==> src/rtl/ysyx_axi_rd_sched.sv <==
// ---------------------------------------------------------------------------
// ysyx_axi_rd_sched
//
// Shares one AXI read channel between the instruction fetch unit (IFU) and
// the load/store unit (LSU). Only one read is outstanding at a time. The FSM
// walks IDLE -> ADDR -> DATA -> IDLE. When both units ask at once, the unit
// that was not granted last time wins.
//
// Ports
//   clk, rst                 : clock and asynchronous active-high reset
//   ifu_arvalid/ifu_araddr   : IFU request; held until ifu_rvalid_o
//   ifu_rvalid_o             : one-cycle IFU completion pulse
//   lsu_arvalid/lsu_araddr/
//   lsu_arsize               : LSU request; held until lsu_rvalid_o
//   lsu_rvalid_o             : one-cycle LSU completion pulse
//   rdata_o                  : 32-bit half of the 64-bit beat chosen by
//                              address bit 2; zero outside DATA
//   err_o                    : sticky error (bad rresp or rid mismatch)
//   io_master_ar*            : AXI read-address channel (master side)
//   io_master_r*             : AXI read-data channel (master side)
// ---------------------------------------------------------------------------
module ysyx_axi_rd_sched #(
   parameter int ADDR_W = 32,
   parameter int DATA_W = 32
) (
   input  logic              clk,
   input  logic              rst,
   input  logic              ifu_arvalid,
   input  logic [ADDR_W-1:0] ifu_araddr,
   output logic              ifu_rvalid_o,
   input  logic              lsu_arvalid,
   input  logic [ADDR_W-1:0] lsu_araddr,
   input  logic [2:0]        lsu_arsize,
   output logic              lsu_rvalid_o,
   output logic [DATA_W-1:0] rdata_o,
   output logic              err_o,
   output logic              io_master_arvalid,
   input  logic              io_master_arready,
   output logic [ADDR_W-1:0] io_master_araddr,
   output logic [2:0]        io_master_arsize,
   output logic [3:0]        io_master_arid,
   input  logic              io_master_rvalid,
   output logic              io_master_rready,
   input  logic [63:0]       io_master_rdata,
   input  logic [1:0]        io_master_rresp,
   input  logic [3:0]        io_master_rid,
   input  logic              io_master_rlast
);

   typedef enum logic [1:0] {
      IDLE = 2'd0,
      ADDR = 2'd1,
      DATA = 2'd2
   } state_t;

   localparam logic [2:0] IFU_SIZE = 3'b010;

   state_t            state;
   state_t            state_next;
   logic              last_lsu;
   logic              owner_lsu;
   logic              abandoned;
   logic              err_q;
   logic [ADDR_W-1:0] lat_addr;
   logic [2:0]        lat_size;

   logic              any_req;
   logic              grant_lsu;
   logic              owner_req;
   logic              beat;
   logic              done;
   logic              deliver;
   logic [3:0]        lat_id;
   logic [31:0]       rdata_half;

   // Arbitration and handshake decode. With both units asking, the LSU wins
   // unless it was the previous owner, which gives strict alternation under
   // continuous contention. A beat counts as accepted whenever rvalid is seen
   // in DATA, because rready is held high for the whole DATA state. The
   // completion pulse is withheld if the owner ever let go of its request,
   // so a unit that gave up never sees stale data handed to it.
   always_comb begin
      any_req    = ifu_arvalid || lsu_arvalid;
      grant_lsu  = lsu_arvalid && (!ifu_arvalid || !last_lsu);
      owner_req  = owner_lsu ? lsu_arvalid : ifu_arvalid;
      beat       = (state == DATA) && io_master_rvalid;
      done       = beat && io_master_rlast;
      deliver    = done && !abandoned && owner_req;
      lat_id     = {3'b000, owner_lsu};
      rdata_half = lat_addr[2] ? io_master_rdata[63:32] : io_master_rdata[31:0];
   end

   // State register. Reset drops straight to IDLE, which also kills every
   // output decoded from the state below, so an in-flight transfer is
   // abandoned without any completion pulse.
   always_ff @(posedge clk or posedge rst) begin
      if (rst) begin
         state <= IDLE;
      end else begin
         state <= state_next;
      end
   end

   // Next-state and output decode. The address-channel outputs are only
   // driven from the latched request while in ADDR, and read out as zero
   // everywhere else so the bus looks quiet between transfers.
   always_comb begin
      state_next        = state;
      io_master_arvalid = 1'b0;
      io_master_araddr  = '0;
      io_master_arsize  = 3'b000;
      io_master_arid    = 4'h0;
      io_master_rready  = 1'b0;
      ifu_rvalid_o      = 1'b0;
      lsu_rvalid_o      = 1'b0;
      rdata_o           = '0;
      unique case (state)
         IDLE: begin
            if (any_req) begin
               state_next = ADDR;
            end
         end
         ADDR: begin
            io_master_arvalid = 1'b1;
            io_master_araddr  = lat_addr;
            io_master_arsize  = lat_size;
            io_master_arid    = lat_id;
            if (io_master_arready) begin
               state_next = DATA;
            end
         end
         DATA: begin
            io_master_rready = 1'b1;
            rdata_o          = DATA_W'(rdata_half);
            ifu_rvalid_o     = deliver && !owner_lsu;
            lsu_rvalid_o     = deliver && owner_lsu;
            if (done) begin
               state_next = IDLE;
            end
         end
         default: begin
            state_next = IDLE;
         end
      endcase
   end

   // Request capture. Owner, address and size are only sampled on the IDLE
   // grant, so requests that show up while a transfer is in flight cannot
   // disturb the values being presented on the bus. The abandoned flag
   // remembers whether the owner released its request at any point during
   // ADDR or DATA.
   always_ff @(posedge clk or posedge rst) begin
      if (rst) begin
         last_lsu  <= 1'b0;
         owner_lsu <= 1'b0;
         lat_addr  <= '0;
         lat_size  <= 3'b000;
         abandoned <= 1'b0;
      end else begin
         unique case (state)
            IDLE: begin
               if (any_req) begin
                  owner_lsu <= grant_lsu;
                  last_lsu  <= grant_lsu;
                  lat_addr  <= grant_lsu ? lsu_araddr : ifu_araddr;
                  lat_size  <= grant_lsu ? lsu_arsize : IFU_SIZE;
                  abandoned <= 1'b0;
               end
            end
            ADDR, DATA: begin
               if (!owner_req) begin
                  abandoned <= 1'b1;
               end
            end
            default: begin
               abandoned <= abandoned;
            end
         endcase
      end
   end

   // Sticky error flag. Any accepted beat carrying a non-OKAY response or an
   // ID that does not match the one we issued sets it; only reset clears it.
   always_ff @(posedge clk or posedge rst) begin
      if (rst) begin
         err_q <= 1'b0;
      end else if (beat && ((io_master_rresp != 2'b00) || (io_master_rid != lat_id))) begin
         err_q <= 1'b1;
      end
   end

   assign err_o = err_q;

endmodule

==> config.mk <==
export PLATFORM = sky130hd
export DESIGN_NAME = ysyx_axi_rd_sched
export DESIGN_NICKNAME = d
export VERILOG_FILES = /design/src/rtl/ysyx_axi_rd_sched.sv
export SDC_FILE = /design/constraint.sdc
export NUM_CORES = 1
export LEC_CHECK = 0
export ABC_AREA = 0
export ABC_CLOCK_PERIOD_IN_PS = 2700
export CORE_ASPECT_RATIO = 2
export CORE_MARGIN = 2
export CORE_UTILIZATION = 37
export CTS_BUF_LIST = sky130_fd_sc_hd__clkbuf_8
export DETAILED_ROUTE_END_ITERATION = 10
export GPL_ROUTABILITY_DRIVEN = 0
export PLACE_DENSITY_LB_ADDON = 0.15
export SLEW_MARGIN = 20
export SYNTH_ARGS = -nofsm -noshare
export SYNTH_HDL_FRONTEND = slang
export SYNTH_SLANG_ARGS = --single-unit
==> constraint.sdc <==
create_clock -name clk -period 2.7 [get_ports clk]
set_input_delay 0.27 -clock clk [delete_from_list [all_inputs] [get_ports clk]]
set_output_delay 0.27 -clock clk [all_outputs]
set_load 0.03 [all_outputs]
==> results.yml <==
clock_tree:
  clock_edge_transition_at_the_registers_on_the_reported_setup_and_hold_paths_ps: 70
  cts-root-to-sink-buffers: 2
  tritoncts: "yes"
  clkLatencyLatePin_ps: 300
  cts_hold_buf: 0
  cts.sinks: 40
  cts.repair_timing.setup_buffer_count: 0
  cts-root-buf: "sky130_fd_sc_hd__clkbuf_8"
  htreeDepth: 2
  cts_inserted_buffers: 5
place:
  placed_cell_area_um2: 4986
  hpwlAfterDp_mm: 8.299
  placement.io_buffers: 216
  pre_cts_slack_ps: 388.7
global_route:
  grt-ovfl-total: 0
  gr-usage-all-layers: 0.2552
  first_global_vias: 3071
  grt_first_pass_wirelength_mm: 16.16
  grt_max_degree: 41
  initial_antenna_violation_count: 0
route:
  ant_nets: 0
  num_vias: 3124
  detailedRoute.firstPassIterationCount: 4
  drt_wl_total_mm: 10.74
  routed_wire_length_per_instance_um: 16.91
  drt_iter0_drc: 84
  post_drt_via_cell_ratio: 4.920
  drcViolationCount: 0
pwr:
  leakagePower_nw: 2.241
  finalPower_w: 0.004945
  peakVddDrop_v: 0.0005889
  pwr_density_cell_nw_per_um2: 971.7
finish:
  num-fill-cells: 628
  stdcell_area_um2: 5089
  drive_above_1_share: 0.03867
  layout_common_cells: "sky130_fd_sc_hd__clkdlybuf4s50_1 (210), sky130_fd_sc_hd__a21oi_1 (67), sky130_fd_sc_hd__dfrtp_1 (39)"
  finalCoreUtilization: 0.7002
  number_of_diodes: 0
  area_delta_synth_final_pct: 82.79
  commonest_non_fill_non_tap_cell_in_the_layout: "sky130_fd_sc_hd__clkdlybuf4s50_1"
  layout.nets: 691
setup_path:
  crit_arrival_ps: 2280
  ff2ff_setup_slack_ps: 680
  setup.worst_path.end_class: "primary output"
  critical_path.max_fanout: 10
  critical_path_required_ps: 2430
  ws_path_type: "reg2out"
  timing.critical_path.from_type: "flip-flop"
yosys:
  number_of_synthesis_warnings: 0
  netlist_area_um2: 2784
  yosysUniqueCellTypes: 33
  syn-instance-count: 339
  asr_flop_ratio_synth: 1.000
  share_of_the_yosys_chip_area_belonging_to_registers: 0.3596
  ys_seq_elements: 40
  synth_edf_count: 0
  synthFlopType: "sky130_fd_sc_hd__dfrtp_1"
  synthesis.area_per_instance_um2: 8.212
floorplanning:
  core_region_area_um2: 7267
  die_x_um: 65.34
  vert_die_dim_um: 126.7
  initial_core_util: 0.3831
  placementRows: 44
  io-pin-count: 220
  fp.dieArea_um2: 8276
run_status:
  outcome: "finished, final reports clean"
sta:
  finalClockSkew_ps: 4.037
  finalHoldViolations: 0
  final_critical_path_setup_slack_ps: 149.2
  timing.final.max_slew_violations: 0
  unrepaired_setup_endpoints_after_global_routing: "false"
  max_slew.worst_pin.slew_ps: 846.2
  setup_viol: 0
  shortest_clock_period_the_worst_path_allows_after_layout_ps: 2551
  sum_of_negative_setup_slack_ps: 0
  max_slew_margin: 0.4351
  period_share: 0.9447
  timing.fmax_mhz: 392.0
worst_hold_path:
  min-delay-path-class: "in2async"
run:
  max_cap_violations: 0
==> where the power goes <==
group          switching [W]  internal, W  leakage (nW)
clock               0.000204     0.000201        0.0538
combinational        0.00195      0.00153          1.74
sequential          0.000157     0.000902         0.449
==> per-layer routing <==
| metal | track usage | vias up | wire length [µm] | share of wire |
|---|---|---|---|---|
| li1 | - | 1520 | - | - |
| met3 | 0.07270 | 18 | 977 | 0.091 |
| met5 | 0 | - | 0 | 0 |
| met1 | 0.2752 | 1423 | 3799 | 0.35 |
| met2 | 0.4622 | 163 | 5702 | 0.53 |
| met4 | 0.08946 | 0 | 259 | 0.024 |
==> sequential cells by signal, summed over array words and instances (netlist names) <==
register and count:
owner_lsu 1, state 2, lat_size 3, abandoned 1, err_o 1, lat_addr 32
==> worst paths after layout <==
kind | cells past startpoint | end | start
setup / recovery | 5 | lsu_rvalid_o | state[0]$_DFFE_PP0P_
hold / removal | 2 | lat_addr[3]$_DFFE_PP0P_ | rst
setup reg to reg | 5 | state[1]$_DFFE_PP0P_ | state[0]$_DFFE_PP0P_
hold reg to reg | 1 | lat_size[2]$_DFFE_PP0P_ | lat_size[2]$_DFFE_PP0P_
max in group asynchronous | 2 | lat_addr[2]$_DFFE_PP0P_ | rst
min in group clk | 1 | lat_size[2]$_DFFE_PP0P_ | lat_size[2]$_DFFE_PP0P_
==> logic make-up after synthesis <==
kind of cell | Yosys count | synth area share
adders and majority gates | 5 | 0.02247
xor gates and xnor gates | 1 | 0.003147
muxes | 34 | 0.1231
and+or+nand+nor | 142 | 0.2602
other | 1 | 0.001347
AOI/OAI and AO/OA | 80 | 0.1622
buffers and inverters | 36 | 0.06786
DFF | 40 | 0.3596
==> worst max-delay path, stage by stage (launching register included) <==
cell	delay [ps]
sky130_fd_sc_hd__dfrtp_1	420
sky130_fd_sc_hd__inv_1	120
sky130_fd_sc_hd__ha_1	300
sky130_fd_sc_hd__nor3b_1	290
sky130_fd_sc_hd__and3_1	190
sky130_fd_sc_hd__clkdlybuf4s50_1	660
==> Yosys cell counts, types with 5 or more instances <==
cell                       count  area share
sky130_fd_sc_hd__buf_2        15       0.027
sky130_fd_sc_hd__buf_4         5       0.013
sky130_fd_sc_hd__a21oi_1      67        0.12
sky130_fd_sc_hd__clkbuf_1      7      0.0094
sky130_fd_sc_hd__nor2_1       33       0.044
sky130_fd_sc_hd__ha_1          5       0.022
sky130_fd_sc_hd__nor2b_1      32       0.072
sky130_fd_sc_hd__and2_1       36       0.081
sky130_fd_sc_hd__inv_1         6      0.0081
sky130_fd_sc_hd__dfrtp_1      40        0.36
sky130_fd_sc_hd__mux2i_1      32        0.12
sky130_fd_sc_hd__nand2_1      34       0.046
==> metrics by stage <==
step           hold slack (ps)  cells
6_report                 451.2    635
5_1_grt                  506.0    635
4_1_cts                  494.7    635
3_5_place_dp             477.6    627
3_3_place_gp             473.1    627
2_1_floorplan            396.0    341
==> repair_timing <==
action                                  CTS  global route
resized for setup                         0             5
endpoints found under the setup margin    0             5
endpoints found under the hold margin     0             0
==> final cells by class <==
type                            instances  area (µm²)  share of cell area
Timing Repair Buffer                  224        2257              0.4436
Sequential cell                        40        1002              0.1970
Multi-Input combinational cell        265        1602              0.3147
Clock inverter                          2       7.507            0.001475
Clock buffer                            6       82.58             0.01623
Inverter                                6       22.52            0.004426
Tap cell                               92       115.1             0.02262
No activity file was read; power rests on OpenSTA's default activity.
